===== src/rtl/level_control_if.sv =====
// Link between the point-collection block and the level controller.
// The controller side uses the slave modport; the collection side uses master.
interface level_control_if;
    logic       start;
    logic [4:0] captured;
    logic [2:0] lvl;
    logic [11:0] score;
    logic       points_clr;
    logic       new_point;
    logic       level_done;
    logic       game_won;

    modport master (
        output start, captured,
        input  lvl, score, points_clr, new_point, level_done, game_won
    );

    modport slave (
        input  start, captured,
        output lvl, score, points_clr, new_point, level_done, game_won
    );
endinterface


===== src/rtl/level_control.sv =====
// Game-progress controller: scores newly captured points, holds a level-complete
// interval, advances the level and clears the collection block before each level.
module level_control #(
    parameter int DONE_HOLD = 65_000_000,
    parameter int NUM_LVLS  = 3,
    parameter int POINT_VAL = 10
) (
    input logic            clk,
    input logic            rst_n,
    level_control_if.slave bus
);

    localparam logic [2:0] ST_IDLE  = 3'd0;
    localparam logic [2:0] ST_CLEAR = 3'd1;
    localparam logic [2:0] ST_PLAY  = 3'd2;
    localparam logic [2:0] ST_HOLD  = 3'd3;
    localparam logic [2:0] ST_WON   = 3'd4;

    logic [2:0]  state_q, state_d;
    logic [2:0]  lvl_q, lvl_d;
    logic [11:0] score_q, score_d;
    logic [4:0]  cap_q, cap_d;
    logic [31:0] cnt_q, cnt_d;
    logic        points_clr_q, points_clr_d;
    logic        new_point_q, new_point_d;
    logic        level_done_q, level_done_d;
    logic        game_won_q, game_won_d;

    logic [4:0]  new_bits;
    logic [2:0]  new_count;
    logic [31:0] inc_full;
    logic [11:0] inc_clamped;
    logic [12:0] score_sum;
    logic [11:0] score_sat;

    function automatic logic [2:0] popcount5(input logic [4:0] v);
        logic [2:0] c;
        c = '0;
        for (int i = 0; i < 5; i++) begin
            c = c + {2'b00, v[i]};
        end
        return c;
    endfunction

    // The increment is clamped before the 13-bit add so the sum can never wrap.
    assign new_bits    = bus.captured & ~cap_q;
    assign new_count   = popcount5(new_bits);
    assign inc_full    = 32'(new_count) * 32'(POINT_VAL);
    assign inc_clamped = (inc_full > 32'd4095) ? 12'hFFF : inc_full[11:0];
    assign score_sum   = {1'b0, score_q} + {1'b0, inc_clamped};
    assign score_sat   = score_sum[12] ? 12'hFFF : score_sum[11:0];

    always_comb begin
        state_d      = state_q;
        lvl_d        = lvl_q;
        score_d      = score_q;
        cap_d        = cap_q;
        cnt_d        = cnt_q;
        points_clr_d = 1'b0;
        new_point_d  = 1'b0;
        level_done_d = level_done_q;
        game_won_d   = game_won_q;

        case (state_q)
            ST_IDLE: begin
                if (bus.start) begin
                    state_d      = ST_CLEAR;
                    lvl_d        = 3'd1;
                    score_d      = '0;
                    points_clr_d = 1'b1;
                end
            end
            ST_CLEAR: begin
                cap_d   = '0;
                state_d = ST_PLAY;
            end
            ST_PLAY: begin
                cap_d = bus.captured;
                if (new_bits != 5'd0) begin
                    score_d     = score_sat;
                    new_point_d = 1'b1;
                end
                if (bus.captured == 5'b11111) begin
                    state_d      = ST_HOLD;
                    level_done_d = 1'b1;
                    cnt_d        = '0;
                end
            end
            ST_HOLD: begin
                cnt_d = cnt_q + 32'd1;
                if (cnt_q == 32'(DONE_HOLD - 1)) begin
                    level_done_d = 1'b0;
                    if (lvl_q == 3'(NUM_LVLS)) begin
                        state_d    = ST_WON;
                        game_won_d = 1'b1;
                    end else begin
                        state_d      = ST_CLEAR;
                        lvl_d        = lvl_q + 3'd1;
                        points_clr_d = 1'b1;
                    end
                end
            end
            ST_WON: begin
                if (bus.start) begin
                    state_d      = ST_CLEAR;
                    game_won_d   = 1'b0;
                    lvl_d        = 3'd1;
                    score_d      = '0;
                    points_clr_d = 1'b1;
                end
            end
            default: begin
                state_d = ST_IDLE;
            end
        endcase
    end

    always_ff @(posedge clk or negedge rst_n) begin
        if (!rst_n) begin
            state_q      <= ST_IDLE;
            lvl_q        <= '0;
            score_q      <= '0;
            cap_q        <= '0;
            cnt_q        <= '0;
            points_clr_q <= 1'b0;
            new_point_q  <= 1'b0;
            level_done_q <= 1'b0;
            game_won_q   <= 1'b0;
        end else begin
            state_q      <= state_d;
            lvl_q        <= lvl_d;
            score_q      <= score_d;
            cap_q        <= cap_d;
            cnt_q        <= cnt_d;
            points_clr_q <= points_clr_d;
            new_point_q  <= new_point_d;
            level_done_q <= level_done_d;
            game_won_q   <= game_won_d;
        end
    end

    assign bus.lvl        = lvl_q;
    assign bus.score      = score_q;
    assign bus.points_clr = points_clr_q;
    assign bus.new_point  = new_point_q;
    assign bus.level_done = level_done_q;
    assign bus.game_won   = game_won_q;

endmodule


===== src/flat_wrapper.sv =====
// flat-port wrapper written by rule: the top's interface ports become plain ports
module level_control_flat 
#(
    parameter int DONE_HOLD = 65_000_000,
    parameter int NUM_LVLS  = 3,
    parameter int POINT_VAL = 10
)
  (clk, rst_n, bus_start, bus_captured, bus_lvl, bus_score, bus_points_clr, bus_new_point, bus_level_done, bus_game_won);
  level_control_if bus_i ();
  input logic clk;
  input logic rst_n;
  input wire logic [$bits(bus_i.start)-1:0] bus_start;
  input wire logic [$bits(bus_i.captured)-1:0] bus_captured;
  output wire logic [$bits(bus_i.lvl)-1:0] bus_lvl;
  output wire logic [$bits(bus_i.score)-1:0] bus_score;
  output wire logic [$bits(bus_i.points_clr)-1:0] bus_points_clr;
  output wire logic [$bits(bus_i.new_point)-1:0] bus_new_point;
  output wire logic [$bits(bus_i.level_done)-1:0] bus_level_done;
  output wire logic [$bits(bus_i.game_won)-1:0] bus_game_won;
  assign bus_i.start = bus_start;
  assign bus_i.captured = bus_captured;
  assign bus_lvl = bus_i.lvl;
  assign bus_score = bus_i.score;
  assign bus_points_clr = bus_i.points_clr;
  assign bus_new_point = bus_i.new_point;
  assign bus_level_done = bus_i.level_done;
  assign bus_game_won = bus_i.game_won;
  level_control #(.DONE_HOLD(DONE_HOLD), .NUM_LVLS(NUM_LVLS), .POINT_VAL(POINT_VAL)) u_core (.clk(clk), .rst_n(rst_n), .bus(bus_i));
endmodule

===== config.mk =====
export PLATFORM = sky130hd
export DESIGN_NAME = level_control_flat
export DESIGN_NICKNAME = d
export VERILOG_FILES = /design/src/rtl/level_control_if.sv /design/src/rtl/level_control.sv /design/src/flat_wrapper.sv
export SDC_FILE = /design/constraint.sdc
export NUM_CORES = 1
export LEC_CHECK = 0
export ABC_AREA = 1
export CORE_UTILIZATION = 50
export DETAILED_ROUTE_END_ITERATION = 8
export MAX_ROUTING_LAYER = met4
export PLACE_DENSITY_LB_ADDON = 0.1
export SYNTH_ARGS = -nofsm -noshare
export SYNTH_HDL_FRONTEND = slang
export SYNTH_SLANG_ARGS = --single-unit

===== constraint.sdc =====
create_clock -name clk -period 8.4 [get_ports clk]
set_input_delay 0.84 -clock clk [delete_from_list [all_inputs] [get_ports clk]]
set_output_delay 0.84 -clock clk [all_outputs]
set_load 0.01 [all_outputs]

==> flow_summary.toml <==
[cts]
clockBufferDepth = 2
cts_setup_buffers = 0
cts.clk_slew.worst_paths_ps = 70
cts_buffers = 9
root_buffer = "clkbuf_8"
cts_tree = "built"
h-tree-depth = 3
cts_hold_buf = 0
clock_latency_ps = 350
ctsResizeCount = 0
cts_sinks = 59

[sta]
finalHoldViolations = 0
tns_ps = 0
worst_slew_pin_slew_ps = 772.5
maxSlewHeadroom = 0.4850
fin_hold_ws_ps = 517.9
min_period_ps = 4605
finalSetupViolations = 0
fin_ws_ps = 3795
fmax_ghz = 0.2171
timing.final.crit_share = 0.5483
rsz0062_at_grt = "no"
slew_violations = 0
skew_ps = 11.85

[die]
num_rows = 32
core_area_um2 = 7727
die_h_um = 91.50
chipWidth_um = 91.50
start_util = 0.5183
dieArea_um2 = 8372
io_pins = 27

[grt]
grt_pass1_wl_mm = 17.26
grt_pass1_vias = 3760
grt_max_degree = 60
grt.total_usage = 0.2695
overflow = 0
antenna_found_initial = 0

[setup_path]
cp_cell_sequence = "clkdlybuf4s50_1, inv_1, nor2_1, ha_1, inv_1, fa_1, inv_1, ha_1, inv_1, fa_1, inv_1, ha_1, ha_1, ha_1, nand2_1, nand2_1, a21boi_0, nand2_1, nand2_1, o21ai_0, nand2_1, nand2_1"
cp_common_cell = "nand2_1"
crit_required_ps = 8640
crit_fanout = 8
path_delay_family = "adder cells"
endpoint_kind = "register"
reg2regPathDepth = 20
regToRegSetupSlack_ps = 4410
arrival_ps = 4850
critPathKind = "in2reg"
slowest_delay_ps = 480
cp_slowest_cell = "fa_1"
cp.buffers_inverters = 6
reg2reg_to = "u_core.bus.score[7]"
worst_r2r_startpoint = "u_core.cap_q[1]"
crit_path_start_kind = "input pin"

[power]
p_leak_uw = 0.002308
power_per_cell_area_nw_per_um2 = 338.5
irDropWorstVdd_mv = 0.2761
switching_share = 0.4373
p_comb_frac = 0.475
p_sw_uw = 682.8
intPower_uw = 878.5
seqPwrFrac = 0.312
clockPowerShare = 0.212

[synthesis]
ys_seq_area_frac = 0.3686
synth_edf_count = 0
netlist_top_cells_area = "dfrtp_1, nand2_1, inv_1, nand3_1, nor2_1"
yosys_warnings = 0
async_reset_ff_frac = 1.000
yosysTopAreaCell = "dfrtp_1"
synthCells = 579
synth_flop_cell = "dfrtp_1"
synth_area_per_cell_um2 = 6.917
synth_nets = 605
syn_area_um2 = 4005
ys_types = 36
synth_top_area_frac = 0.3686
synth-seq-cells = 59

[hold_path]
min_to = "u_core.cnt_q[14]"
hp-start = "u_core.cnt_q[14]"
whs_path_depth = 1
hold_path_class = "reg2reg"

[cells_and_area]
synthToLayoutAreaGrowth_pct = 15.15
nets = 638
final_util = 0.5968
stdcell_count = 719
fillers = 736
n_antenna_cell = 0
drive_gt1_frac = 0.08428

[placement]
port_buffers = 26
globalplace.congestion = 0.9367
pre_cts_ws_ps = 3381
hpwl_mm = 7.420
dp.cells = 703

[route]
drt-initial-drc-count = 259
postRouteAntennaNets = 0
via_per_inst = 5.152
wl_per_cell_um = 13.79
drc = 0
firstDrtPassIters = 4
drt_wl_total_mm = 9.918
vias = 3704

[status]
outcome = "finished clean"

[job]
maxCapViolCount = 0
## worst max-delay path by stage
stage / startpoint / endpoint / slack (ps) / cells past startpoint
after floorplan: bus_captured[1] / u_core.bus.score[3] / 4260 / 21
after global placement: bus_captured[0] / u_core.bus.score[3] / 3570 / 22
after detailed placement: bus_captured[0] / u_core.bus.score[7] / 3380 / 22
after CTS: bus_captured[0] / u_core.bus.score[3] / 3770 / 22
after global routing: bus_captured[0] / u_core.bus.score[3] / 3560 / 22
final: bus_captured[0] / u_core.bus.score[7] / 3790 / 22
## stage by stage
step	total power (uW)	area, um^2
finish	1561	4612
global route	1703	4612
CTS	1576	4612
detailed placement	1240	4363
global placement	1220	4363
floorplan	1026	4005
## power groups by stage
stage	sequential [uW]	clock (uW)	combinational (uW)
after detailed placement	490	0	750
after CTS	486	337	753
after global routing	504	350	850
after global placement	486	0	734
final	488	332	742
after floorplan	479	0	547
## flip-flops by register name (all words and copies together) (netlist names)
name	count
u_core.bus.level_done	1
u_core.cap_q	5
u_core.bus.game_won	1
u_core.bus.lvl	3
u_core.bus.score	12
u_core.bus.new_point	1
u_core.state_q	3
u_core.cnt_q	32
u_core.bus.points_clr	1
## cell families (layout without fill, tap and decap cells)
| logic type | after synthesis | count (layout) | synth area share |
|---|---|---|---|
| AOI/OAI and AO/OA | 53 | 53 | 0.07061 |
| xor gates and xnor gates | 5 | 5 | 0.01094 |
| adders and majority gates | 18 | 18 | 0.06186 |
| buffers and inverters | 98 | 136 | 0.09591 |
| DFF | 59 | 59 | 0.3686 |
| and+or+nand+nor | 346 | 346 | 0.3921 |
## layer usage
| layer | GRT usage | wire (um) | share of wire |
|---|---|---|---|
| met5 | - | 0 | 0 |
| met4 | 0.1005 | 268 | 0.027 |
| met3 | 0.05193 | 355 | 0.036 |
| met2 | 0.4442 | 4830 | 0.49 |
| met1 | 0.3273 | 4464 | 0.45 |
## synth_stat cells, types with 8 or more instances
| cell | instances |
|---|---|
| nand2_1 | 183 |
| dfrtp_1 | 59 |
| nand3_1 | 56 |
| inv_1 | 83 |
| o21ai_1 | 22 |
| o21ai_0 | 12 |
| o22ai_1 | 8 |
| ha_1 | 15 |
| a21oi_1 | 8 |
| nor3_1 | 11 |
| inv_2 | 9 |
| nor2_1 | 66 |
## area by class of cell
type | count | area (um^2) | share of cell area
clock buffer | 10 | 137.6 | 0.02984
timing repair buffer | 27 | 262.8 | 0.05697
tap | 102 | 127.6 | 0.02767
clock inverter | 6 | 111.4 | 0.02415
inverter | 93 | 351.6 | 0.07623
multi-input combinational | 422 | 2145 | 0.4650
sequential | 59 | 1476 | 0.3201
## cell usage in the layout, fill, tap and decap left out, types with 9 or more instances in the layout
master           count
o21ai_1             22
dfrtp_1             59
clkdlybuf4s50_1     25
clkbuf_8            10
nor3_1              11
ha_1                15
nand3_1             56
o21ai_0             12
inv_2                9
inv_1               83
nand2_1            183
nor2_1              66
No activity file was read; power rests on OpenSTA's default activity.
